[src/rtl/fifo_pack_pkg.sv]
// Shared constants and helpers for the FIFO byte packer.
package fifo_pack_pkg;

   localparam int DEF_WIDTH = 8;
   localparam int DEF_LANES = 4;

   // Width of a byte counter able to hold 0..lanes inclusive.
   function automatic int cnt_width(input int lanes);
      return $clog2(lanes + 1);
   endfunction

endpackage

[src/rtl/fifo_byte_packer_if.sv]
// FIFO read port, flush request and packed-word output stream of the packer.
interface fifo_byte_packer_if
   import fifo_pack_pkg::*;
#(
   parameter int Width = DEF_WIDTH,
   parameter int Lanes = DEF_LANES
);
   localparam int CW = cnt_width(Lanes);

   logic                     fifo_empty;
   logic [Width-1:0]         fifo_data;
   logic                     fifo_r_en;
   logic                     flush;
   logic [Width*Lanes-1:0]   out_word;
   logic [CW-1:0]            out_bytes;
   logic                     out_valid;
   logic                     out_ready;

   modport master (
      input  fifo_empty, fifo_data, flush, out_ready,
      output fifo_r_en, out_word, out_bytes, out_valid
   );

   modport slave (
      output fifo_empty, fifo_data, flush, out_ready,
      input  fifo_r_en, out_word, out_bytes, out_valid
   );

endinterface

[src/rtl/fifo_byte_packer_lane_assembler.sv]
// Assembly register: writes one byte into the addressed lane; clear zeroes every lane,
// so lanes not yet written always read as zero.
module lane_assembler
   import fifo_pack_pkg::*;
#(
   parameter int Width = DEF_WIDTH,
   parameter int Lanes = DEF_LANES
) (
   input  logic                          clk,
   input  logic                          wr,
   input  logic [cnt_width(Lanes)-1:0]   idx,
   input  logic [Width-1:0]              din,
   input  logic                          clr,
   output logic [Width*Lanes-1:0]        word
);
   localparam int CW = cnt_width(Lanes);

   // Lane storage: clear has priority, otherwise write the lane selected by idx
   always_ff @(posedge clk) begin
      if (clr) begin
         word <= {(Width*Lanes){1'b0}};
      end else if (wr) begin
         for (int i = 0; i < Lanes; i++) begin
            if (idx == CW'(i)) begin
               word[i*Width +: Width] <= din;
            end
         end
      end
   end

endmodule

[src/rtl/fifo_byte_packer.sv]
// Drains a byte FIFO and packs Lanes consecutive bytes into one word on a
// valid/ready output; a flush request pushes out a partial word with its byte count.
module fifo_byte_packer
   import fifo_pack_pkg::*;
#(
   parameter int Width = DEF_WIDTH,
   parameter int Lanes = DEF_LANES
) (
   input  logic                clk,
   input  logic                rst,
   fifo_byte_packer_if.master  bus
);
   localparam int              CW      = cnt_width(Lanes);
   localparam int              WW      = Width * Lanes;
   localparam logic [CW:0]     LANES_W = (CW+1)'(Lanes);
   localparam logic [CW-1:0]   LANES_C = CW'(Lanes);

   logic [CW-1:0]  cnt;
   logic           pend;
   logic           flush_req;
   logic [WW-1:0]  word_q;
   logic [CW-1:0]  bytes_q;
   logic           valid_q;

   logic [CW:0]    fill;
   logic           r_en;
   logic           out_free;
   logic           full_xfer;
   logic           flush_xfer;
   logic           flush_done;
   logic           capture;
   logic           asm_clr;
   logic [WW-1:0]  asm_word;

   // Pop request and output-transfer decisions from the current state
   always_comb begin
      fill     = {1'b0, cnt} + {{CW{1'b0}}, pend};
      out_free = !valid_q || bus.out_ready;
      if (!rst && !bus.fifo_empty && !flush_req && (fill < LANES_W)) begin
         r_en = 1'b1;
      end else begin
         r_en = 1'b0;
      end
      // A full word always leaves before a pending flush is resolved.
      full_xfer = (cnt == LANES_C) && out_free;
      if (!full_xfer && flush_req && !pend) begin
         flush_done = (cnt == {CW{1'b0}}) || out_free;
         flush_xfer = (cnt != {CW{1'b0}}) && out_free;
      end else begin
         flush_done = 1'b0;
         flush_xfer = 1'b0;
      end
      capture = pend && !rst;
      asm_clr = rst || full_xfer || flush_xfer;
   end

   lane_assembler #(
      .Width (Width),
      .Lanes (Lanes)
   ) u_lanes (
      .clk  (clk),
      .wr   (capture),
      .idx  (cnt),
      .din  (bus.fifo_data),
      .clr  (asm_clr),
      .word (asm_word)
   );

   // Counters, flush latch and output register
   always_ff @(posedge clk) begin
      if (rst) begin
         cnt       <= {CW{1'b0}};
         pend      <= 1'b0;
         flush_req <= 1'b0;
         word_q    <= {WW{1'b0}};
         bytes_q   <= {CW{1'b0}};
         valid_q   <= 1'b0;
      end else begin
         pend <= r_en;
         if (full_xfer || flush_xfer) begin
            word_q  <= asm_word;
            bytes_q <= cnt;
            valid_q <= 1'b1;
            cnt     <= {CW{1'b0}};
         end else begin
            if (valid_q && bus.out_ready) begin
               valid_q <= 1'b0;
            end
            if (pend) begin
               cnt <= cnt + CW'(1);
            end
         end
         if (flush_done) begin
            flush_req <= 1'b0;
         end else if (bus.flush) begin
            flush_req <= 1'b1;
         end
      end
   end

   assign bus.fifo_r_en = r_en;
   assign bus.out_word  = word_q;
   assign bus.out_bytes = bytes_q;
   assign bus.out_valid = valid_q;

endmodule

[src/flat_wrapper.sv]
// flat-port wrapper written by rule: the top's interface ports become plain ports
module fifo_byte_packer_flat import fifo_pack_pkg::*;
#(
   parameter int Width = DEF_WIDTH,
   parameter int Lanes = DEF_LANES
)
  (clk, rst, bus_fifo_empty, bus_fifo_data, bus_flush, bus_out_ready, bus_fifo_r_en, bus_out_word, bus_out_bytes, bus_out_valid);
  fifo_byte_packer_if #(.Width(Width), .Lanes(Lanes)) bus_i ();
  input  logic clk;
  input  logic rst;
  input wire logic [$bits(bus_i.fifo_empty)-1:0] bus_fifo_empty;
  input wire logic [$bits(bus_i.fifo_data)-1:0] bus_fifo_data;
  input wire logic [$bits(bus_i.flush)-1:0] bus_flush;
  input wire logic [$bits(bus_i.out_ready)-1:0] bus_out_ready;
  output wire logic [$bits(bus_i.fifo_r_en)-1:0] bus_fifo_r_en;
  output wire logic [$bits(bus_i.out_word)-1:0] bus_out_word;
  output wire logic [$bits(bus_i.out_bytes)-1:0] bus_out_bytes;
  output wire logic [$bits(bus_i.out_valid)-1:0] bus_out_valid;
  assign bus_i.fifo_empty = bus_fifo_empty;
  assign bus_i.fifo_data = bus_fifo_data;
  assign bus_i.flush = bus_flush;
  assign bus_i.out_ready = bus_out_ready;
  assign bus_fifo_r_en = bus_i.fifo_r_en;
  assign bus_out_word = bus_i.out_word;
  assign bus_out_bytes = bus_i.out_bytes;
  assign bus_out_valid = bus_i.out_valid;
  fifo_byte_packer #(.Width(Width), .Lanes(Lanes)) u_core (.clk(clk), .rst(rst), .bus(bus_i));
endmodule
[config.mk]
export PLATFORM = sky130hd
export DESIGN_NAME = fifo_byte_packer_flat
export DESIGN_NICKNAME = d
export VERILOG_FILES = /design/src/rtl/fifo_pack_pkg.sv /design/src/rtl/fifo_byte_packer_if.sv /design/src/rtl/fifo_byte_packer_lane_assembler.sv /design/src/rtl/fifo_byte_packer.sv /design/src/flat_wrapper.sv
export SDC_FILE = /design/constraint.sdc
export NUM_CORES = 1
export LEC_CHECK = 0
export ABC_AREA = 1
export BUFFER_PORTS_ARGS = -buffer_cell sky130_fd_sc_hd__buf_4
export CAP_MARGIN = 30
export CORE_ASPECT_RATIO = 0.6
export CORE_MARGIN = 5
export CORE_UTILIZATION = 55
export CTS_CLUSTER_DIAMETER = 40
export DETAILED_ROUTE_END_ITERATION = 12
export PLACE_DENSITY = 0.81
export SKIP_LAST_GASP = 1
export SLEW_MARGIN = 10
export SYNTH_ARGS = -nofsm -noshare
export SYNTH_HDL_FRONTEND = slang
export SYNTH_SLANG_ARGS = --single-unit
[constraint.sdc]
create_clock -name clk -period 2 [get_ports clk]
set_clock_uncertainty 0.1 [all_clocks]
set_input_delay 0 -clock clk [delete_from_list [all_inputs] [get_ports clk]]
set_output_delay 0 -clock clk [all_outputs]
set_load 0.01 [all_outputs]
======== Yosys cells after proc, flatten, opt, wreduce, memory -nomap -nowiden ========
Index checks and enable logic that the tools add are counted.
storage, ports and cells
  bits in registers ....................... 73
  input port bits ......................... 13
  output and inout bits ................... 37
  logic and storage cells ................. 51
operators by class
  add/subtract/negate cells ............... 2
  order comparisons ....................... 1
  equality and inequality tests ........... 4
  muxes and demuxes ....................... 5
  reduce and logical (&&, ||, !) cells .... 29
operators by type and width
  operator               count
  $logic_and A1 B1 Y1    9
  $reduce_and A2 Y1      4
  $eq A3 B2 Y1 const B   2
  $logic_not A1 Y1       6
  $logic_or A1 B1 Y1     5
  $mux W1                5
  $add A3 B1 Y4          1
  $lt A4 B3 Y1 const B   1
  $reduce_or A2 Y1       2
  $add A3 B1 Y3 const B  1
  $eq A3 B1 Y1 const B   1
  $eq A3 B3 Y1 const B   1
  $logic_not A3 Y1       1
  $reduce_bool A3 Y1     1
  $reduce_bool A2 Y1     1

======== Longest topological paths before layout ========
  depth in word-level cells ............... 9
  depth in mapped cells ................... 9
  mapped depth without buffers ............ 9

======== Hierarchy ========
A second synthesis with hierarchy kept.
second synthesis, totals
  cells, all modules ...................... 460
  area total of the unflattened synthesis .. 3233.1 sq um
modules (own cells, without submodules)
  module            instances  cells an instance  area each (sq um)  seq. area each (sq um)
  fifo_byte_packer  1          267                1886.8             820.8
  lane_assembler    1          193                1346.3             640.6

======== Worst setup path after synthesis ========
Ideal clock, no wire load.
  path type ............................... register -> register
  from .................................... register u_core.cnt[0]
  to ...................................... register u_core.u_lanes.word[26]
  setup time .............................. 0.112 ns
  arrival ................................. 1.314 ns
  data required time ...................... 1.788 ns
  setup slack ............................. 0.475 ns
  stages on the path, launching flop included .. 10
  path buffers ............................ 1
  period minus slack after synthesis ...... 1.525 ns
  cells stage by stage .................... dfxtp_1 > inv_1 > ha_1 > nand2_4 > nand2_4 > inv_4 > nand2_4 > nand2_4 > buf_6 > nor2_1
between the ends
  cells in the longest elaborated chain, start to end .. 7
  elaborated cells between the ends (all ways) .. 12
  those cells by class .................... eq/ne (2); mux (1); reduce/logical (9)
RTL lines
  what                              RTL line                               text
  start, declared                   fifo_byte_packer.sv:18                 logic [CW-1:0] cnt;
  start signal, assigned            fifo_byte_packer.sv:72                 cnt <= {CW{1'b0}};
  start signal, assigned            fifo_byte_packer.sv:84                 cnt <= {CW{1'b0}};
  start signal, assigned            fifo_byte_packer.sv:90                 cnt <= cnt + CW'(1);
  $eq A3 B3 Y1                      fifo_byte_packer.sv:45                 full_xfer = (cnt == LANES_C) && out_free;
  $logic_and A1 B1 Y1               fifo_byte_packer.sv:45
  $logic_not A1 Y1                  fifo_byte_packer.sv:46                 if (!full_xfer && flush_req && !pend) begin
  $logic_and A1 B1 Y1 (2 in a row)  fifo_byte_packer.sv:46
  $mux W1                           fifo_byte_packer.sv:46
  $logic_or A1 B1 Y1                fifo_byte_packer.sv:54                 asm_clr = rst || full_xfer || flush_xfer;
  end signal, assigned              fifo_byte_packer_lane_assembler.sv:21  word <= {(Width*Lanes){1'b0}};
  end signal, assigned by index     fifo_byte_packer_lane_assembler.sv:25  word[i*Width +: Width] <= din;
  end, declared                     fifo_byte_packer_lane_assembler.sv:14  output logic [Width*Lanes-1:0] word
Several ways; a longest one is shown, not always the timed one.
A chain may end at the register's enable or synchronous reset.

======== Worst setup path in the final report ========
  from .................................... register u_core.cnt[0]
  to ...................................... register u_core.u_lanes.word[2]
Same word-level chain as after synthesis.

==> out/metrics.cfg <==
[synth]
yosys-top-cells-count = nor2_1, nand2_1, dfxtp_1
netlist_instances = 465
yosysMostFrequentCell = nor2_1
synth_cell_types = 20
synth_xor_xnor_area_share_pct = 0
async_flop_share_pct = 0
ys_seq_area_share_pct = 45.4
synth_top_area_share_pct = 45.4
synth_top_family_by_area = simple AND/OR/NAND/NOR gates
yosysTopAreaCell = dfxtp_1
synth-compound-area-share_pct = 1.28
syn_nets = 483
syn_area_sq_um = 3220
ys_warn_count = 0
synth_enable_flop_cells = 0
synth_top_flop_cell = dfxtp_1
yosys_register_bits = 73
synth_area_leaders = dfxtp_1, nor2_1, nand2_1, nand3_1, inv_1
synthSimpleGateAreaFrac_pct = 39.5
avgSynthCellArea_sq_um = 6.93
synthAdderAreaFrac_pct = 1.94
synthMuxAreaShare_pct = 0

[global_route]
overflow = 0
grt_pass1_wl_mm = 12.2
grt_antenna_before_repair = 0
gr-usage-all-layers_pct = 20.4
first_global_vias = 2653
grt_max_degree = 22

[sta]
rsz0062_at_grt = no
fmax_mhz = 576
whs_ns = 0.318
finalHoldViolCount = 0
tightest_slew_ns = 0.359
period_share_pct = 86.8
tns_ns = 0
setup_violations = 0
maxSlewHeadroom_pct = 76.0
maxSlewViolCount = 0
setup_ws_ns = 0.263
min_period_ns = 1.74

[final_layout]
regArea_sq_um = 1460
final_area_sq_um = 3950
fin_util_pct = 70.2
syn_to_final_growth_pct = 22.6
multiInputGateArea_sq_um = 1380
drive_above_1_share_pct = 16.4
final_nets = 545
finalNonFillerCells = 612
antenna_cells = 0
n_fill_cell = 503

[run]
maxCapViolCount = 0

[power]
peakVddDrop_uv = 516
total_power_mw = 3.48
power_density_nw_per_um2 = 882
leakage_nw = 1.91

[floorplan]
start_util_pct = 57.3
die-area_sq_um = 7540
dieWidth_um = 109
core-area_sq_um = 5620
io_pins = 50
die_h_um = 69.3
std_cell_rows = 21

[placement]
port_buffers = 49
place_area_sq_um = 3600
dp_slack_ns = 0.290
placedCellCount = 583
dpl.hpwl_mm = 4.92
gp_congestion = 0.861

[route]
vias = 2891
drtPass1Iterations = 4
wl_per_cell_um = 11.9
viasPerCell = 4.72
post-route-drc-count = 0
routed_wl_mm = 7.28
first_iter_violations = 184
antenna_left = 0

[status]
status = completed

[min_path]
worstHoldStart = rst
hold_class = in2reg

[clock_tree]
cts.clk_slew.worst_paths_ns = 0.08
clockBufferDepth = 2
clock-root-buffer = clkbuf_8
cts_tree = built
clock_sinks = 73
h-tree-depth = 3
numCtsBuffers = 9
insertion_delay_ns = 0.35

[setup_path]
critPathLaunch = u_core.cnt[0]
rr_startpoint = u_core.cnt[0]
path_max_fanout = 19
required_ns = 2.19
start_kind = flop
r2r_setup_slack_ns = 0.26
path_class = reg2reg
arrival_ns = 1.92
endpoint_kind = flop

==> what timing repair did <==
| item | 4_1_cts | 5_1_grt |
|---|---|---|
| endpoints found under the hold margin | 42 | 0 |
| setup buffers | 0 | 0 |
| resized for setup | 0 | 0 |
| endpoints found under the setup margin | 0 | 0 |
| hold buffers | 13 | 0 |
==> per-layer routing <==
layer,up-vias,track usage [%],wire length [um]
met5,-,0,0
met4,0,5.04,50
met3,6,7.35,591
met2,85,32.0,3270
met1,1287,26.6,3370
li1,1513,-,-
==> final cells by class <==
type                       instances  share of cell area, %
sequential                        73                   37.0
multi-input combinational        311                   34.9
timing repair buffer              70                   14.1
inverter                          62                   5.96
clock buffer                      10                   3.23
tap                               80                   2.53
clock inverter                     6                   2.28
==> critical path: stages (launching register included) <==
cell	delay, ns
dfxtp_1	0.38
inv_1	0.11
ha_1	0.27
inv_1	0.15
o21ai_4	0.09
nand2_4	0.22
nand2_4	0.19
nor2_1	0.14
==> path summary, 6_finish.rpt <==
path,to,depth (start not counted)
max,u_core.u_lanes.word[2],7
min,u_core.bus.out_valid,3
max reg2reg,u_core.u_lanes.word[2],7
min reg2reg,u_core.bus.out_bytes[2],2
==> kinds of logic (layout without fill, tap and decap cells) <==
logic type      count (synthesis)  count (layout)
simple gates                  300             300
flops                          73              73
fa+ha+maj                       5               5
buf+inv                        81             148
compound gates                  6               6
==> registers in the layout, indices dropped and copies added (netlist names) <==
signal / cells
u_core.bus.out_bytes: 3
u_core.bus.out_valid: 1
u_core.bus.out_word: 32
u_core.cnt: 3
u_core.flush_req: 1
u_core.pend: 1
u_core.u_lanes.word: 32
==> layout by cell type (no fill, tap or decap) <==
master / instances
nand2_4: 6
a21oi_1: 3
clkbuf_8: 9
clkinv_4: 1
dlygate4sd3_1: 13
inv_6: 1
inv_4: 1
o21ai_0: 2
nor2_4: 4
nor4_1: 2
bufinv_16: 2
clkinvlp_4: 1
nand4_1: 1
nor2_1: 126
nand3_1: 50
o21ai_4: 1
dfxtp_1: 73
buf_4: 57
clkinv_2: 1
inv_2: 2
clkbuf_1: 1
ha_1: 5
nand2_1: 110
nor2_2: 1
inv_1: 59
==> report_power, final <==
group	total (mW)	switching (mW)	internal, mW
clock	1.28	0.568	0.707
combinational	0.610	0.350	0.259
sequential	1.60	0.0498	1.55
total	3.48	0.968	2.51
No activity file was read; power rests on OpenSTA's default activity.
